==> src/rtl/g2b_seq_conv_pkg.sv <==
// -----------------------------------------------------------------------------
// g2b_pkg
// Shared types and constants for the bit-serial Gray-to-binary decoder.
//   state_t    : controller states (IDLE, CONV, DONE) on a 2-bit encoding
//   G2B_W_DEF  : default word width
// -----------------------------------------------------------------------------
package g2b_pkg;

  localparam int G2B_W_DEF = 4;

  typedef enum logic [1:0] {
    IDLE = 2'd0,
    CONV = 2'd1,
    DONE = 2'd2
  } state_t;

endpackage : g2b_pkg

==> src/rtl/g2b_seq_conv_if.sv <==
// -----------------------------------------------------------------------------
// g2b_seq_conv_if
// Handshake bundle for g2b_seq_conv. Index 0 is the MSB on both word fields.
//   in_valid / in_ready / g       : Gray word input handshake
//   out_valid / out_ready / b     : binary result output handshake
//   busy                          : decoder is not in IDLE
// Modports:
//   master : the side that supplies Gray words and consumes results
//   slave  : the decoder itself
// -----------------------------------------------------------------------------
interface g2b_seq_conv_if
  import g2b_pkg::*;
#(
  parameter int W = G2B_W_DEF
);

  logic         in_valid;
  logic         in_ready;
  logic [0:W-1] g;
  logic         out_valid;
  logic         out_ready;
  logic [0:W-1] b;
  logic         busy;

  modport master (
    output in_valid, g, out_ready,
    input  in_ready, out_valid, b, busy
  );

  modport slave (
    input  in_valid, g, out_ready,
    output in_ready, out_valid, b, busy
  );

endinterface : g2b_seq_conv_if

==> src/rtl/g2b_seq_conv.sv <==
// -----------------------------------------------------------------------------
// g2b_seq_conv
// Bit-serial Gray-to-binary decoder. A W-bit Gray word is accepted on the
// input handshake, then one binary bit is resolved per clock, MSB first,
// through a running XOR (carry) of the Gray bits seen so far. The finished
// word is presented on the output handshake.
//
// Ports:
//   clk    : rising-edge clock
//   rst_n  : asynchronous active-low reset
//   bus    : g2b_seq_conv_if.slave (in_valid/in_ready/g, out_valid/out_ready/b,
//            busy)
//
// Timing: acceptance edge e0, bits resolve on e1..eW, out_valid high after eW.
// All outputs come from registers or the state register only.
// -----------------------------------------------------------------------------
module g2b_seq_conv
  import g2b_pkg::*;
#(
  parameter int W  = G2B_W_DEF,
  parameter int CW = $clog2(W)
) (
  input  logic          clk,
  input  logic          rst_n,
  g2b_seq_conv_if.slave bus
);

  localparam logic [CW-1:0] LAST_IDX = CW'(W - 1);

  state_t        r_state;
  logic [0:W-1]  r_greg;
  logic [CW-1:0] r_idx;
  logic          r_carry;
  logic [0:W-1]  r_b;
  logic          r_in_ready;
  logic          r_out_valid;

  // Next binary bit: running XOR of all Gray bits up to and including r_idx.
  wire logic w_bit = r_carry ^ r_greg[r_idx];

  // Counter codes above W-1 can only exist when W is not a power of two and
  // are never reached in normal operation; they are flushed back to IDLE.
  wire logic w_idx_bad = (int'(r_idx) >= W);

  // NOTE: every register below is updated with non-blocking assignments so
  // all state advances together on the clock edge, regardless of statement
  // order inside the block.
  always_ff @(posedge clk or negedge rst_n) begin
    if (!rst_n) begin
      r_state     <= IDLE;
      r_greg      <= '0;
      r_idx       <= '0;
      r_carry     <= 1'b0;
      r_b         <= '0;
      r_in_ready  <= 1'b1;
      r_out_valid <= 1'b0;
    end else begin
      case (r_state)
        IDLE: begin
          if (bus.in_valid && r_in_ready) begin
            r_greg     <= bus.g;
            r_idx      <= '0;
            r_carry    <= 1'b0;
            r_in_ready <= 1'b0;
            r_state    <= CONV;
          end
        end

        CONV: begin
          if (w_idx_bad) begin
            r_idx      <= '0;
            r_in_ready <= 1'b1;
            r_state    <= IDLE;
          end else begin
            r_b[r_idx] <= w_bit;
            r_carry    <= w_bit;
            if (r_idx == LAST_IDX) begin
              // Hold the index at W-1 rather than wrapping.
              r_out_valid <= 1'b1;
              r_state     <= DONE;
            end else begin
              r_idx <= r_idx + 1'b1;
            end
          end
        end

        DONE: begin
          // r_b is not written here, so the result stays stable under
          // backpressure.
          if (bus.out_ready) begin
            r_out_valid <= 1'b0;
            r_in_ready  <= 1'b1;
            r_state     <= IDLE;
          end
        end

        default: begin
          r_out_valid <= 1'b0;
          r_in_ready  <= 1'b1;
          r_state     <= IDLE;
        end
      endcase
    end
  end

  assign bus.in_ready  = r_in_ready;
  assign bus.out_valid = r_out_valid;
  assign bus.b         = r_b;
  assign bus.busy      = (r_state != IDLE);

endmodule : g2b_seq_conv

==> src/flat_wrapper.sv <==
// flat-port wrapper written by rule: the top's interface ports become plain ports
module g2b_seq_conv_flat import g2b_pkg::*;
#(
  parameter int W  = G2B_W_DEF,
  parameter int CW = $clog2(W)
)
  (clk, rst_n, bus_in_valid, bus_g, bus_out_ready, bus_in_ready, bus_out_valid, bus_b, bus_busy);
  g2b_seq_conv_if #(.W(W)) bus_i ();
  input  logic clk;
  input  logic rst_n;
  input wire logic [$bits(bus_i.in_valid)-1:0] bus_in_valid;
  input wire logic [$bits(bus_i.g)-1:0] bus_g;
  input wire logic [$bits(bus_i.out_ready)-1:0] bus_out_ready;
  output wire logic [$bits(bus_i.in_ready)-1:0] bus_in_ready;
  output wire logic [$bits(bus_i.out_valid)-1:0] bus_out_valid;
  output wire logic [$bits(bus_i.b)-1:0] bus_b;
  output wire logic [$bits(bus_i.busy)-1:0] bus_busy;
  assign bus_i.in_valid = bus_in_valid;
  assign bus_i.g = bus_g;
  assign bus_i.out_ready = bus_out_ready;
  assign bus_in_ready = bus_i.in_ready;
  assign bus_out_valid = bus_i.out_valid;
  assign bus_b = bus_i.b;
  assign bus_busy = bus_i.busy;
  g2b_seq_conv #(.W(W), .CW(CW)) u_core (.clk(clk), .rst_n(rst_n), .bus(bus_i));
endmodule
==> config.mk <==
export PLATFORM = sky130hd
export DESIGN_NAME = g2b_seq_conv_flat
export DESIGN_NICKNAME = d
export VERILOG_FILES = /design/src/rtl/g2b_seq_conv_pkg.sv /design/src/rtl/g2b_seq_conv_if.sv /design/src/rtl/g2b_seq_conv.sv /design/src/flat_wrapper.sv
export SDC_FILE = /design/constraint.sdc
export NUM_CORES = 1
export LEC_CHECK = 0
export CAP_MARGIN = 20
export CORE_UTILIZATION = 46
export CTS_BUF_LIST = sky130_fd_sc_hd__clkbuf_4 sky130_fd_sc_hd__clkbuf_8
export CTS_CLUSTER_SIZE = 16
export DETAILED_ROUTE_END_ITERATION = 12
export GPL_ROUTABILITY_DRIVEN = 1
export PLACE_DENSITY_LB_ADDON = 0.1
export SLEW_MARGIN = 20
export SYNTH_ARGS = -nofsm -noshare
export SYNTH_HDL_FRONTEND = slang
export SYNTH_SLANG_ARGS = --single-unit
==> constraint.sdc <==
create_clock -name clk -period 1.4 [get_ports clk]
set_input_delay 0.14 -clock clk [delete_from_list [all_inputs] [get_ports clk]]
set_output_delay 0.14 -clock clk [all_outputs]
set_load 0.02 [all_outputs]
==> results_dict.tcl <==
set metrics [dict create \
    cts_tree "yes" \
    die_w_um 40.9 \
    combPwrFrac 0.049 \
    critPathLaunch "u_core.r_idx[0]$_DFFE_PN0P_" \
    hold_viol 0 \
    port_buffers 14 \
    grt_pass1_wl_um 1880 \
    p_leak_uw 0.000561 \
    cp_num_cells 3 \
    dieArea_um2 1670 \
    hp-class "input pin to async pin" \
    hpwlAfterDp_um 876 \
    place_ws_ns -0.133 \
    synth_seq_cells 15 \
    multi_input_area_um2 329 \
    worst_pin_slew_ns 0.222 \
    vias 500 \
    clk_pin_slew_ns 0.09 \
    r2r-end "u_core.bus.b[2]$_DFFE_PN0P_" \
    syn_avg_cell_area_um2 12.2 \
    synth_top_area_frac 0.504 \
    ys_types 22 \
    cts_sinks 15 \
    worstRegToRegCells 3 \
    antenna_found_initial 0 \
    diodes 0 \
    pwr-share-clk 0.342 \
    period_minus_slack_ns 1.40 \
    core_um2 1350 \
    grt_start_max_net_pins 16 \
    fill_cells 99 \
    start_kind "register" \
    drtPass1Iterations 3 \
    slowest_delay_ns 0.58 \
    syn_nets 69 \
    wirelength_um 1210 \
    fin_skew_ns 0.00600 \
    yosys_warnings 0 \
    initialDrtViolationCount 5 \
    setup_viol 1 \
    ctsRootBufferMaster "clkbuf_4" \
    synth-seq-area-share 0.541 \
    final.setup.tns_ns -0.000291 \
    crit_chain "mux4_2 -> xnor2_4 -> a31oi_1" \
    fp.dieH_um 40.9 \
    grt_pass1_vias 437 \
    synth_top_area_cell "dfrtp_1" \
    cp_slowest_cell "mux4_2" \
    pwr-share-seq 0.609 \
    critPathKind "register to register" \
    io_pins 15 \
    endpoint "u_core.bus.b[2]$_DFFE_PN0P_" \
    cp.arrival_ns 1.56 \
    worstPathMaxFanout 5 \
    slew_violations 0 \
    final_layout_size_suffix_gt1_frac 0.349 \
    p_sw_frac 0.212 \
    via_per_inst 4.95 \
    track_usage 0.178 \
    power.total_uw 711 \
    status "finished, violations left" \
    drc 0 \
    fin_ws_ns -0.000291 \
    syn2layout_area_growth_pct 44.2 \
    powerDensity_nw_per_um2 709 \
    ir_drop_mv 0.528 \
    rows 13 \
    clock_path_buffers 2 \
    violations "setup timing" \
    synth_area_um2 696 \
    crit_family "multiplexers" \
    htreeDepth 1 \
    post-route-util 0.743 \
    numCtsBuffers 3 \
    synth_area_leaders "dfrtp_1 (50%), mux2_2 (8.1%), ha_1 (7.2%)" \
    cp-end-kind "register" \
    clock_latency_ns 0.28 \
    r2r_setup_slack_ns -0.0003 \
    routedWlPerCell_um 12.0 \
    fin_hold_ws_ns 0.163 \
    initial_core_util 0.515 \
    internal_power_uw 560 \
    postRouteAntennaNets 0 \
    maxSlewHeadroom 0.852 \
    grt_overflow_total 0 \
    seqCellArea_um2 377 \
    maxCapViolations 0 \
    syn_inst 57 \
    fmax_ghz 0.714 \
    path_buf_inv 0 \
    cp_data_required_time_ns 1.56 \
    p_switching_uw 151 \
    layout.nets 99 \
    post-route-period-util 1.00 \
    r2r_start "u_core.r_idx[0]$_DFFE_PN0P_" \
    rsz0062_at_grt "yes" \
    gp_congestion 0.709 \
]
[layer usage]
layer  part of all wire  vias to the layer above  global-route usage  wire length, um
li1                   -                      260                   -                -
met1               0.50                      229               0.237              602
met2               0.45                        9               0.258              549
met3              0.037                        2              0.0489               45
met4              0.013                        0               0.100               16
met5                  0                        -                   0                0
[area by class of cell]
type                       instances  area share
inverter                           3      0.0112
clock buffer                       3      0.0224
sequential                        15       0.375
clock inverter                     1     0.00499
tap                               15      0.0187
multi-input combinational         37       0.328
timing repair buffer              27       0.239
[worst min-delay path by stage]
stage               slack [ns]  cells after the start                                to
floorplan                -0.16                      0       u_core.bus.b[0]$_DFFE_PN0P_
global placement          0.47                      2     u_core.r_state[1]$_DFFE_PN0P_
detailed placement        0.48                      2  u_core.bus.out_valid$_DFFE_PN0P_
CTS                       0.17                      2       u_core.bus.b[3]$_DFFE_PN0P_
global route              0.19                      2       u_core.bus.b[3]$_DFFE_PN0P_
finish                    0.16                      2       u_core.bus.b[3]$_DFFE_PN0P_
[flip-flops by register name (all words and copies together) (netlist names)]
signal	count
u_core.bus.b	4
u_core.bus.out_valid	1
u_core.bus.in_ready	1
u_core.r_state	2
u_core.r_carry	1
u_core.r_idx	2
u_core.r_greg	4
[logic make-up (layout without fill, tap and decap cells)]
group           count (synthesis)  after routing  synth area share
compound gates                 13             13             0.106
mux                             7              7             0.128
flops                          15             15             0.541
buf+inv                         5             34            0.0342
xor+xnor                        1              1            0.0234
fa+ha+maj                       4              4            0.0719
simple gates                   12             12            0.0953
[cells in the final DEF (no fill, tap or decap), drive strengths merged, types with 2 or more instances in the layout]
cell	synthesis	final
a21oi	6	6
a31oi	4	4
buf	2	14
clkbuf	0	3
clkdlybuf4s50	0	7
dfrtp	14	14
dlygate4sd2	0	2
dlymetal6s2s	0	4
ha	4	4
inv	3	3
mux2	5	5
nand2	2	2
nand2b	2	2
nor2	3	3
o21ai	2	2
[worst register-to-register path: stages, from the launching register on]
cell,delay (ns)
dfrtp_1,0.41
mux4_2,0.58
xnor2_4,0.21
a31oi_1,0.10
[synth_stat cells]
| library cell | n |
|---|---|
| a21oi_1 | 6 |
| a22o_1 | 1 |
| a31oi_1 | 4 |
| buf_2 | 1 |
| buf_4 | 1 |
| dfrtp_1 | 14 |
| dfstp_2 | 1 |
| ha_1 | 4 |
| inv_1 | 3 |
| mux2_2 | 5 |
| mux2i_1 | 1 |
| mux4_2 | 1 |
| nand2_1 | 2 |
| nand2b_1 | 2 |
| nor2_1 | 3 |
| nor2b_1 | 1 |
| nor3_1 | 1 |
| nor3b_1 | 1 |
| nor4bb_1 | 1 |
| o21ai_0 | 2 |
| or2_2 | 1 |
| xnor2_2 | 1 |
[per-stage QoR]
step / instances / area (um^2)
floorplan: 57 / 701
global placement: 95 / 930
detailed placement: 95 / 930
CTS: 100 / 977
global route: 101 / 1000
finish: 101 / 1000
[repair_timing]
item / in CTS / in global routing
pin swaps: 6 / 1
buffers inserted: 1 / 1
hold buffers: 0 / 0
gates cloned: 0 / 0
gates resized for setup: 7 / 7
setup endpoints to repair: 13 / 15
[power by group through the flow]
stage	Combinational (uW)	Clock (uW)	Sequential, uW
6_report	35.1	243	433
5_1_grt	38.9	268	433
3_5_place_dp	34.6	0	441
2_1_floorplan	3.47	0	442
3_3_place_gp	33.5	0	441
4_1_cts	35.0	249	433
No activity file was read; power rests on OpenSTA's default activity.
